<file path="config.mk">
export PLATFORM = sky130hd
export DESIGN_NAME = rxectrl
export DESIGN_NICKNAME = d
export VERILOG_FILES = /design/src/rtl/rxectrl.sv
export SDC_FILE = /design/constraint.sdc
export NUM_CORES = 1
export LEC_CHECK = 0
export BUFFER_PORTS_ARGS = -buffer_cell sky130_fd_sc_hd__buf_2
export CAP_MARGIN = 20
export CORE_MARGIN = 2
export CORE_UTILIZATION = 25
export CTS_CLUSTER_SIZE = 10
export DETAILED_ROUTE_END_ITERATION = 12
export PLACE_DENSITY = 0.37
export SETUP_SLACK_MARGIN = 0.1
export SKIP_CTS_REPAIR_TIMING = 1
export SYNTH_ARGS = -nofsm -noshare
export SYNTH_HDL_FRONTEND = slang
export SYNTH_SLANG_ARGS = --single-unit
</file>
<file path="constraint.sdc">
create_clock -name i_clk -period 3.3 [get_ports i_clk]
set_input_delay 0.165 -clock i_clk [delete_from_list [all_inputs] [get_ports i_clk]]
set_output_delay 0.165 -clock i_clk [all_outputs]
set_load 0.05 [all_outputs]
</file>
<file path="src/rtl/rxectrl.sv">
// rtl/rxectrl.sv - Ethernet RX controller: byte-rate clock enable, boundary-safe config apply, frame/runt counters
module rxectrl #(
    parameter int GAP_BEATS = 4,
    parameter int MIN_BEATS = 64
) (
    input  logic        i_clk,
    input  logic        i_reset_n,
    input  logic        i_cfg_wr,
    input  logic [3:0]  i_cfg_data,
    input  logic        i_rx_v,
    output logic        o_ce,
    output logic        o_pre_en,
    output logic        o_crc_en,
    output logic        o_busy,
    output logic        o_cfg_pending,
    output logic [15:0] o_frames,
    output logic [15:0] o_runts
);
    typedef enum logic [1:0] {ST_IDLE, ST_ACTIVE, ST_GAP} state_t;

    localparam logic [15:0] GAP_B = 16'(GAP_BEATS);
    localparam logic [15:0] MIN_B = 16'(MIN_BEATS);

    state_t      state, state_next;
    logic [6:0]  div, div_next;
    logic [1:0]  spd;
    logic [3:0]  pend_data, apply_data;
    logic        apply;
    logic [15:0] beats, beats_next;
    logic [15:0] gap, gap_next;
    logic [15:0] frames_next, runts_next;

    function automatic logic [6:0] reload(input logic [1:0] s);
        case (s)
            2'b00:   return 7'd99;
            2'b01:   return 7'd9;
            default: return 7'd0;
        endcase
    endfunction

    always_comb begin
        // Config may only take effect between frames; a same-cycle write supersedes the pending value.
        apply       = (state == ST_IDLE) && !i_rx_v && o_cfg_pending;
        apply_data  = i_cfg_wr ? i_cfg_data : pend_data;
        state_next  = state;
        beats_next  = beats;
        gap_next    = gap;
        frames_next = o_frames;
        runts_next  = o_runts;

        if (o_ce) begin
            case (state)
                ST_IDLE: begin
                    if (i_rx_v) begin
                        state_next = ST_ACTIVE;
                        beats_next = 16'd1;
                    end
                end
                ST_ACTIVE: begin
                    if (i_rx_v) begin
                        if (beats != 16'hFFFF)
                            beats_next = beats + 16'd1;
                    end else begin
                        state_next  = ST_GAP;
                        frames_next = o_frames + 16'd1;
                        if (beats < MIN_B)
                            runts_next = o_runts + 16'd1;
                        gap_next = 16'd1;
                    end
                end
                ST_GAP: begin
                    if (i_rx_v) begin
                        state_next = ST_ACTIVE;
                        beats_next = 16'd1;
                    end else if (gap == GAP_B) begin
                        state_next = ST_IDLE;
                    end else begin
                        gap_next = gap + 16'd1;
                    end
                end
                default: state_next = ST_IDLE;
            endcase
        end

        // A speed change restarts the divider so the new rate begins with an enable.
        if (apply && (apply_data[3:2] != spd))
            div_next = 7'd0;
        else if (div == 7'd0)
            div_next = reload(spd);
        else
            div_next = div - 7'd1;
    end

    always_ff @(posedge i_clk) begin
        if (!i_reset_n) begin
            state         <= ST_IDLE;
            div           <= 7'd0;
            spd           <= 2'b10;
            pend_data     <= 4'b1011;
            beats         <= 16'd0;
            gap           <= 16'd0;
            o_ce          <= 1'b0;
            o_pre_en      <= 1'b1;
            o_crc_en      <= 1'b1;
            o_busy        <= 1'b0;
            o_cfg_pending <= 1'b0;
            o_frames      <= 16'd0;
            o_runts       <= 16'd0;
        end else begin
            state    <= state_next;
            div      <= div_next;
            beats    <= beats_next;
            gap      <= gap_next;
            o_frames <= frames_next;
            o_runts  <= runts_next;
            o_ce     <= (div_next == 7'd0);
            o_busy   <= (state_next != ST_IDLE);
            if (i_cfg_wr)
                pend_data <= i_cfg_data;
            if (apply) begin
                o_pre_en      <= apply_data[0];
                o_crc_en      <= apply_data[1];
                spd           <= apply_data[3:2];
                o_cfg_pending <= 1'b0;
            end else if (i_cfg_wr) begin
                o_cfg_pending <= 1'b1;
            end
        end
    end
endmodule

</file>
# After elaboration in Yosys (flattened, before gate mapping)

Cells that the tools add are included.

Bits in registers: 84
Output and inout port bits: 37

Add/subtract/negate cells: 5
Order comparisons: 1
Equal/unequal tests: 12
Muxes and demuxes: 18
Bitwise logic cells: 2
Reduce and logical (&&, ||, !) cells: 17

Operator list:

| cell                                                   | number |
|---|---|
| two-way mux 16 bit                                     | 6 |
| adder 16 x 1 -> 16 bit (second input constant)         | 4 |
| one-hot mux 16 bit (2 select lines)                    | 2 |
| == test 16 x 3 -> 1 bit (second input constant)        | 1 |
| < comparator 16 x 7 -> 1 bit (second input constant)   | 1 |
| inequality test 16 bit (second input constant)         | 1 |
| zero test 7 bit                                        | 2 |
| two-way mux 7 bit                                      | 2 |
| one-hot mux 7 bit (2 select lines)                     | 1 |
| two-way mux 2 bit                                      | 5 |
| inequality test 2 bit (second input constant)          | 5 |
| AND reduction 5 bit                                    | 2 |
| subtractor 7 x 1 -> 7 bit (second input constant)      | 1 |
| one-hot mux 2 bit (3 select lines)                     | 1 |
| nonzero test 2 bit                                     | 3 |
| == test 2 x 1 -> 1 bit (second input constant)         | 2 |
| zero test 2 bit                                        | 2 |
| two-way mux 4 bit                                      | 1 |
| AND reduction 4 bit                                    | 1 |
| OR reduction 2 bit                                     | 2 |
| logical AND 1 bit                                      | 3 |
| AND reduction 3 bit                                    | 1 |
| == test 2 bit (second input constant)                  | 1 |
| inequality test 2 x 1 -> 1 bit (second input constant) | 1 |
| other kinds (3)                                        | 4 |

# Longest topological paths before layout

Depth after elaboration: 6
Mapped depth: 8

# Worst setup path before layout

Ideal clock, no wire load.

Path type: reg2reg
Start: register o_frames[0]
End: register o_frames[10]
Setup time: 70 ps
Arrival time: 1976 ps
Required time: 3230 ps
Setup slack: 1254 ps
Stages on the path, launching flop included: 7
Buffers on the path: 1
Period minus slack after synthesis: 2046 ps
Cells stage by stage: dfxtp_1 > ha_1 > nand3_1 > or4_1 > clkbuf_2 > or3_1 > a21oi_1

Longest elaborated chain between the ends: 1

RTL lines:

| what                   | RTL line | text |
|---|---|---|
| start, declared        | 16       | `output logic [15:0] o_frames,` |
| start signal, assigned | 114      | `o_frames <= frames_next;` |
| adder 16 x 1 -> 16 bit | 65       | `frames_next = o_frames + 16'd1;` |

No other way between the ends.
A chain may end at the register's enable or synchronous reset.

# Worst setup path in the final report

Start: register gap[0]
End: register o_busy

Longest elaborated chain between the ends: 6

RTL lines:

| what                               | RTL line | text |
|---|---|---|
| start, declared                    | 30       | `logic [15:0] gap, gap_next;` |
| start signal, assigned             | 113      | `gap <= gap_next;` |
| == test 16 x 3 -> 1 bit            | 75       | `end else if (gap == GAP_B) begin` |
| two-way mux 2 bit                  | 75       |  |
| two-way mux 2 bit                  | 72       | `if (i_rx_v) begin` |
| one-hot mux 2 bit (3 select lines) | 52       | `case (state)` |
| two-way mux 2 bit                  | 51       | `if (o_ce) begin` |
| nonzero test 2 bit                 | 117      | `o_busy <= (state_next != ST_IDLE);` |
| end signal, assigned               | 117      |  |
| end, declared                      | 14       | `output logic o_busy,` |

No other way between the ends.

==> impl_metrics.env <==
export IMPL_status="finished, final reports clean"
export IMPL_relSlewSlack=0.4206
export IMPL_clockBufferDepth=2
export IMPL_clk_pin_slew_worst_paths_ns=0.06
export IMPL_wirelength_um=9202
export IMPL_wl_per_cell_um=12.94
export IMPL_fin_hold_ws_ns=0.06334
export IMPL_grt_pass1_wl_um=15610
export IMPL_ys_seq_area_frac=0.4216
export IMPL_die_x_um=130.3
export IMPL_r2r_start="gap[0]"
export IMPL_rsz0062_at_grt="no"
export IMPL_portBuffers=44
export IMPL_first_pass_iters=4
export IMPL_cts_sinks=84
export IMPL_hpwl_um=6282
export IMPL_ys_async_sr_fraction=0
export IMPL_cts_htree_levels=3
export IMPL_seqCellArea_sq_um=1682
export IMPL_cts_tree="built"
export IMPL_synth_nets=466
export IMPL_drcViolationCount=0
export IMPL_fillerInstances=1680
export IMPL_row_count=46
export IMPL_core_area_sq_um=15710
export IMPL_grt_total_usage=0.1170
export IMPL_clk_latency_ns=0.35
export IMPL_top_layer="met4"
export IMPL_multi_input_area_sq_um=2170
export IMPL_tns_ns=0
export IMPL_ys_types=61
export IMPL_setup_violations=0
export IMPL_drt_met1_wl_um=4585
export IMPL_io_pins=45
export IMPL_worst_setup_path_type="reg -> reg"
export IMPL_worstHoldPathCells=3
export IMPL_dp_cells=695
export IMPL_period_needed_ns=2.328
export IMPL_grt_pass1_vias=3137
export IMPL_fin_total_pwr_mw=2.772
export IMPL_ys_seq_elements=84
export IMPL_layout_drive_gt1_share=0.1455
export IMPL_vias=3234
export IMPL_start_util=0.2539
export IMPL_syn_instance_count=451
export IMPL_fin_crit_sh=0.7056
export IMPL_cellPowerDensity_nw_per_um2=584.9
export IMPL_yosysWarnings=0
export IMPL_setup_worst_path_start="gap[0]"
export IMPL_endpoint_kind="register"
export IMPL_synth_edf_count=0
export IMPL_cts_root_buf="clkbuf_16"
export IMPL_cts_buffers_inserted=9
export IMPL_vdd_ir_drop_worst_uv=284.4
export IMPL_synth_top_cell_area_share=0.4216
export IMPL_antennaDiodeCount=0
export IMPL_nNetsFinal=505
export IMPL_wl_met3_um=422
export IMPL_syn_avg_cell_area_sq_um=8.844
export IMPL_grt_overflow=0
export IMPL_post_drt_via_cell_ratio=4.549
export IMPL_required_ns=3.53
export IMPL_fmax_ghz=0.4295
export IMPL_p_leak_nw=1.787
export IMPL_finClkSkew_ns=0.006086
export IMPL_antenna_found_initial=0
export IMPL_timing_final_hold_violations=0
export IMPL_dr_wl_met2_um=4039
export IMPL_startpoint_type="register"
export IMPL_critPathMaxFanout=13
export IMPL_drtIter0Drc=162
export IMPL_final_cells=711
export IMPL_slew_viol_final=0
export IMPL_gp_congestion=0.7720
export IMPL_grt_max_degree=37
export IMPL_ant_nets=0
export IMPL_maxCapViolCount=0
export IMPL_die_y_um=130.3
export IMPL_worst_pin_slew_ns=0.8570
export IMPL_hp_start="i_cfg_data[0]"
export IMPL_crit_arrival_ns=2.56
export IMPL_synth_ff_type="dfxtp_1"
export IMPL_rrSetupSlack_ns=0.97
export IMPL_worstHoldPathType="in -> reg"
export IMPL_syn_area_sq_um=3989
export IMPL_yosysTopAreaCell="dfxtp_1"
export IMPL_dieArea_sq_um=16980
export IMPL_synth_area_leaders="dfxtp_1 (42%), xor2_1 (7.0%), nor2_1 (6.8%), xnor2_1 (5.5%), nand4_1 (4.1%)"
export IMPL_reg2reg_depth=7
export IMPL_areaGrowthSynthToFinish_pct=18.79
-- where the power goes --
part / switching, mW / internal, mW / total [mW]
clock: 0.421 / 0.738 / 1.16
sequential: 0.0665 / 1.08 / 1.14
combinational: 0.289 / 0.180 / 0.469
total: 0.776 / 2.00 / 2.77
-- layout make-up --
type	instances	share of cell area
well taps	216	0.05704
clock inverters	5	0.02112
clock buffers	11	0.04912
multi-input cells	336	0.4579
inverters	13	0.01030
repair buffers	46	0.04964
flip-flops and latches	84	0.3549
-- final timing paths --
kind                                     end
worst min register to register      o_pre_en
worst max-delay path                  o_busy
worst max register to register        o_busy
worst min-delay path            pend_data[0]
-- layout by cell type (no fill, tap or decap), drive strengths merged, types with 4 or more instances in the layout --
cell	instances
and4	4
or4	4
ha	7
inv	13
nand3	17
xor2	32
a21oi	13
mux2i	7
nand2	28
nor4	12
nand4	27
nor2	73
o21ai	9
buf	46
and2	5
clkbuf	11
and3	10
or3	4
o211ai	5
nor4b	4
xnor2	25
dfxtp	84
nor3	13
-- layer usage --
metal | track usage | up-vias
met1 | 0.1530 | 1496
met4 | 0.03732 | 0
met5 | 0 | -
met3 | 0.04182 | 13
li1 | - | 1676
met2 | 0.1805 | 49
-- worst max-delay path: stages, from the launching register on --
cell and delay, ns:
dfxtp_1 0.35, inv_1 0.07, ha_1 0.14, nor4b_1 0.25, nand4_1 0.51, and2_1 0.37
o31a_1 0.31, or2_1 0.23
-- cell usage after synthesis, drive strengths merged, types with 3 or more instances --
cell type and instances:
a21oi 13, and2 5, and3 10, and4 4, buf 6, clkbuf 12, dfxtp 84, ha 7
inv 13, mux2i 7, nand2 28, nand3 17, nand4 27, nor2 73, nor3 13, nor4 12
nor4b 4, o211ai 5, o21ai 9, o22ai 3, or3 4, or4 4, xnor2 25, xor2 32
-- registers in the layout, summed over array words and instances, names as in the netlist --
signal         flops
spd                2
state              2
gap               16
o_pre_en           1
beats             16
o_busy             1
o_frames          16
o_runts           16
o_cfg_pending      1
o_crc_en           1
div                7
pend_data          4
o_ce               1
-- logic make-up (layout without fill, tap and decap cells) --
group / count (synthesis) / count (layout) / synth area share
flip-flops: 84 / 84 / 0.4216
AND/OR/NAND/NOR: 218 / 218 / 0.3008
multiplexers: 8 / 8 / 0.02039
adder cells (fa/ha/maj): 7 / 7 / 0.02196
XOR/XNOR: 57 / 57 / 0.1252
buffers and inverters: 31 / 75 / 0.03450
AO/OA/AOI/OAI: 46 / 46 / 0.07560
-- metrics by stage --
step / util / area [sq um] / worst slack [ns]
global route: 0.3016 / 4738 / 0.6988
CTS: 0.3016 / 4738 / 0.9848
floorplan: - / 3989 / 1.254
detailed placement: 0.2804 / 4405 / 1.009
global placement: 0.2804 / 4405 / 1.083
finish: 0.3016 / 4738 / 0.9715
Note: power is estimated with default switching activity, not from simulation.
